==> src/rtl/if_stage.sv <==
// Instruction fetch stage: PC sequencing, 1-cycle synchronous instruction memory
// interface, 2-entry skid FIFO toward decode, flush redirect and HLT stop.
module if_stage #(
  parameter logic [15:0] RESET_PC = 16'h0000,
  parameter logic [3:0]  HLT_OP   = 4'hF
) (
  input  logic        i_clk,
  input  logic        i_rst,
  input  logic        i_stall,
  input  logic        i_flush,
  input  logic [15:0] i_brTarget,
  output logic [15:0] o_imAddr,
  output logic        o_imRdEn,
  input  logic [15:0] i_imData,
  output logic [15:0] o_instr,
  output logic [15:0] o_pc,
  output logic        o_valid,
  output logic        o_hlt
);

  logic [15:0] r_pc;
  logic [15:0] r_inf_pc;
  logic        r_inflight;
  logic        r_halted;
  logic        r_rd;
  logic [1:0]  r_count;
  logic [15:0] r_fifo_instr [2];
  logic [15:0] r_fifo_pc    [2];
  logic [15:0] r_instr;
  logic [15:0] r_pc_out;
  logic        r_valid;

  logic        w_pop;
  logic        w_push;
  logic        w_hlt_push;
  logic        w_issue;
  logic        w_wr;
  logic        w_rd_n;
  logic [1:0]  w_count_n;
  logic [2:0]  w_occupancy;
  logic [2:0]  w_limit;
  logic [15:0] w_pc_n;
  logic        w_halted_n;
  logic [15:0] w_head_instr_n;
  logic [15:0] w_head_pc_n;

  // Handshake, issue decision and next-state of the FIFO head
  always_comb begin
    w_pop       = r_valid & ~i_stall & ~i_flush;
    w_occupancy = {1'b0, r_count} + {2'b00, r_inflight};
    w_limit     = 3'd2 + {2'b00, w_pop};
    w_issue     = ~i_rst & ~r_halted & ~i_flush & (w_occupancy < w_limit);
    // A response arriving while halted belongs to the read issued alongside the HLT.
    w_push      = r_inflight & ~r_halted & ~i_flush;
    w_hlt_push  = w_push & (i_imData[15:12] == HLT_OP);
    w_wr        = r_rd ^ r_count[0];

    if (i_flush) begin
      w_count_n = 2'd0;
      w_rd_n    = 1'b0;
    end else begin
      w_count_n = r_count + {1'b0, w_push} - {1'b0, w_pop};
      w_rd_n    = r_rd ^ w_pop;
    end

    if (w_push && (w_wr == w_rd_n)) begin
      w_head_instr_n = i_imData;
      w_head_pc_n    = r_inf_pc;
    end else begin
      w_head_instr_n = r_fifo_instr[w_rd_n];
      w_head_pc_n    = r_fifo_pc[w_rd_n];
    end

    if (i_flush) begin
      w_pc_n     = i_brTarget;
      w_halted_n = 1'b0;
    end else if (w_hlt_push) begin
      w_pc_n     = r_inf_pc + 16'd1;
      w_halted_n = 1'b1;
    end else if (w_issue) begin
      w_pc_n     = r_pc + 16'd1;
      w_halted_n = r_halted;
    end else begin
      w_pc_n     = r_pc;
      w_halted_n = r_halted;
    end
  end

  // Fetch PC, in-flight tracking, FIFO storage and registered decode-side outputs
  always_ff @(posedge i_clk or posedge i_rst) begin
    if (i_rst) begin
      r_pc            <= RESET_PC;
      r_inf_pc        <= 16'h0000;
      r_inflight      <= 1'b0;
      r_halted        <= 1'b0;
      r_rd            <= 1'b0;
      r_count         <= 2'd0;
      r_fifo_instr[0] <= 16'h0000;
      r_fifo_instr[1] <= 16'h0000;
      r_fifo_pc[0]    <= 16'h0000;
      r_fifo_pc[1]    <= 16'h0000;
      r_instr         <= 16'h0000;
      r_pc_out        <= 16'h0000;
      r_valid         <= 1'b0;
    end else begin
      r_pc       <= w_pc_n;
      r_halted   <= w_halted_n;
      r_inflight <= w_issue;
      r_inf_pc   <= r_pc;
      r_rd       <= w_rd_n;
      r_count    <= w_count_n;
      if (w_push) begin
        r_fifo_instr[w_wr] <= i_imData;
        r_fifo_pc[w_wr]    <= r_inf_pc;
      end else begin
        r_fifo_instr[w_wr] <= r_fifo_instr[w_wr];
        r_fifo_pc[w_wr]    <= r_fifo_pc[w_wr];
      end
      r_valid <= (w_count_n != 2'd0);
      if (w_count_n != 2'd0) begin
        r_instr  <= w_head_instr_n;
        r_pc_out <= w_head_pc_n;
      end else begin
        r_instr  <= 16'h0000;
        r_pc_out <= 16'h0000;
      end
    end
  end

  assign o_imRdEn = w_issue;
  assign o_imAddr = r_pc;
  assign o_instr  = r_instr;
  assign o_pc     = r_pc_out;
  assign o_valid  = r_valid;
  assign o_hlt    = r_halted;

endmodule

==> config.mk <==
export PLATFORM = sky130hd
export DESIGN_NAME = if_stage
export DESIGN_NICKNAME = d
export VERILOG_FILES = /design/src/rtl/if_stage.sv
export SDC_FILE = /design/constraint.sdc
export NUM_CORES = 1
export LEC_CHECK = 0
export CELL_PAD_IN_SITES_DETAIL_PLACEMENT = 1
export CELL_PAD_IN_SITES_GLOBAL_PLACEMENT = 1
export CORE_UTILIZATION = 44
export DETAILED_ROUTE_END_ITERATION = 8
export HOLD_SLACK_MARGIN = 0.15
export PLACE_DENSITY = 0.76
export SYNTH_ARGS = -nofsm -noshare
export SYNTH_HDL_FRONTEND = slang
export SYNTH_SLANG_ARGS = --single-unit
export TNS_END_PERCENT = 50
==> constraint.sdc <==
create_clock -name i_clk -period 5.59 [get_ports i_clk]
set_clock_uncertainty 0.15 [all_clocks]
set_input_delay 1.118 -clock i_clk [delete_from_list [all_inputs] [get_ports i_clk]]
set_output_delay 1.118 -clock i_clk [all_outputs]
set_load 0.005 [all_outputs]
==> results.md <==
- Status: finished clean
- Share of power burned in registers: 44.5%
- Synthesized area: 6075 µm²
- Slew @ Worst Pin: 1.002 ns
- CP required: 4.32 ns
- Hold_ws: 0.3294 ns
- Worst hold path endpoint: r_inf_pc[5]
- Startpoint types: primary input
- Post-synth EDFFs: 0
- Cells after DPL: 756
- Hold buffers post-CTS: 0
- Cells after synthesis: 511
- Routed vias: 4380
- Placer Congestion: 0.8119
- DRT Wirelength: 15010 µm
- Gate power share: 21.5%
- Layout cell share with drive strength beyond 1: 18.95%
- Avg Cell Area, Syn: 11.89 µm²
- DRT iter0 DRCs: 283
- DR vias/cell: 5.558
- Max Root-Sink Buffers: 2
- CORE AREA: 13350 µm²
- Synth cell types: 46
- Hold Crit Class: flop to flop
- Synth area leader: dfrtp_1
- Port Buffers: 86
- Final Core Density: 57.86%
- Global Route Usage Sum: 22.75%
- Critical R2R Capture: o_imAddr[14]
- WL/cell: 19.04 µm
- Post-synth top flop: dfrtp_1
- Layout Cells excl Fill: 788
- Area Growth Syn to Fin: 27.13%
- Max incr delay on CP: 0.59 ns
- Syn_nets: 552
- DR pass1 iterations: 4
- Post-route antenna net violation count: 0
- Final Hold Vio Count: 0
- Max-cap violations: 0
- Max-slew headroom: 33.04%
- Int Pwr: 2.392 mW
- NetSw: 911.0 µW
- # nets final: 640
- Grt ovf: 0
- FF/Latch Area: 3353 µm²
- Fillers: 1379
- RSZ-0062 raised after global routing: false
- Crit path time final: 4.667 ns
- Crit end category: output port
- Reg2reg path depth: 13
- # Post-CTS Setup Buffers: 0
- Critical Path Source: i_flush
- Setup TNS: 0 ns
- Clock slew at reported path FFs: 0.06 ns
- CP delay by family, top: buffers and inverters
- Post-cts resize count: 0
- Residual DRC: 0
- CTS tree: yes
- Seq cells post-synth: 134
- Register-to-Register Setup Slack: 2.20 ns
- Tcrit/Tclk final: 83.49%
- Slew Viols, Final: 0
- WP buf/inv: 2
- Detailed Place HPWL: 9886 µm
- CP arrival: 3.40 ns
- Clk_lat worst skew: 0.42 ns
- Initial antenna violation count: 0
- Die ar.: 14280 µm²
- P_leak: 3.287 nW
- Largest net degree at the start of global routing: 76
- FP Rows: 42
- Critical path's most frequent cell: clkdlybuf4s50_1
- Synth area leaders: dfrtp_1 (55%), mux2_2 (12%), mux2i_1 (7.1%)
- R2R Path Start: o_hlt
- Vias in the first global route: 4792
- Crit path cell chain: clkdlybuf4s50_1, or4b_1, a211o_1, nor3_1, clkdlybuf4s50_1
- Synth top area share: 55.20%
- CP max stage cell: clkdlybuf4s50_1
- Fmax achieved: 214.3 MHz
- Setup CP Type: primary input to output port
- H-tree depth: 4
- Synth warn: 0
- First-pass GRT wire length: 24920 µm
- Clock share of power: 34.0%
- Clock Sinks: 134
- Worst setup margin: 0.9229 ns
- Hold path depth: 0
- PwrDens: 427.7 nW/µm²
- Die width: 119.5 µm
- Commonest cells post-synth: dfrtp_1 (134), mux2_2 (65), nor2_1 (55)
- Sequential area share after synthesis: 55.20%
- Final setup violation count: 0
- Crit. path cell count: 5
- TritonCTS buffer count: 17
- Root buffer cell: clkbuf_16
- Cell with the most instances after synthesis: dfrtp_1
- Ant diodes: 0
- CP max FO: 4
- Initial core utilization: 45.51%
- DP Worst Slack: 0.9522 ns
- Peak supply drop: 0.1671 mV
- IO Pins: 87
- Post-synth ARST share: 100.0%
- Net Sw Frac: 27.59%
- Footprint of the multi-input gates: 2591 µm²
- Hold Startpoint: o_imAddr[5]
- Die Y: 119.5 µm
-- logic make-up after synthesis --
group,Yosys count,synth area share [%]
AND/OR/NAND/NOR,128,9.846
buffers and inverters,33,2.492
AO/OA/AOI/OAI,80,8.877
XOR/XNOR,22,3.172
multiplexers,109,19.38
adder cells (fa/ha/maj),5,1.030
flip-flops,134,55.20
-- power by group through the flow --
stage,logic (mW),clock network [mW],registers [mW]
after floorplan,0.451,0,1.42
after global placement,0.681,0,1.45
after CTS,0.723,1.13,1.47
after global routing,0.783,1.18,1.51
final,0.710,1.12,1.47
after detailed placement,0.715,0,1.48
-- through the flow --
stage                     instance area (µm²)  total power [mW]
after floorplan                          6075             1.868
after global placement                   7126             2.134
after detailed placement                 7126             2.195
after CTS                                7722             3.325
after global routing                     7722             3.472
final                                    7722             3.303
-- per-layer routing --
layer | wire length (µm) | share of wire, % | global-route usage (%) | up-vias
li1 | - | - | - | 2007
met1 | 6737 | 45 | 29.78 | 2247
met3 | 597 | 4.0 | 4.373 | 24
met2 | 7375 | 49 | 37.25 | 102
met4 | 295 | 2.0 | 9.063 | 0
met5 | 0 | 0 | 0 | -
-- state kept, by name (all words and copies together) (netlist names) --
signal	flops
r_fifo_pc	32
r_fifo_instr	32
o_hlt	1
o_instr	16
o_imAddr	16
r_count	2
o_pc	16
r_rd	1
r_inflight	1
o_valid	1
r_inf_pc	16
-- cells in the final DEF, fill, tap and decap left out, types with 12 or more instances in the layout --
cell / count
mux2i_1: 43
a21oi_1: 15
nand2_1: 31
clkbuf_16: 17
xor2_1: 14
a211oi_1: 34
nor2_1: 53
nand3_1: 12
dfrtp_1: 134
mux2_2: 65
clkdlybuf4s50_1: 86
-- area by class of cell --
| class | instances | share of cell area (%) |
|---|---|---|
| well taps | 176 | 2.852 |
| flip-flops and latches | 134 | 43.42 |
| inverters | 6 | 0.3240 |
| repair buffers | 96 | 12.12 |
| clock buffers | 25 | 6.546 |
| multi-input cells | 344 | 33.55 |
| clock inverters | 7 | 1.183 |
-- worst max path at each step --
stage,slack (ns),end
finish,0.92,o_imRdEn
floorplan,0.74,o_hlt
detailed placement,0.95,o_imRdEn
global route,0.81,o_imRdEn
global placement,1.00,o_imRdEn
CTS,0.93,o_imRdEn
No activity file was read; power rests on OpenSTA's default activity.
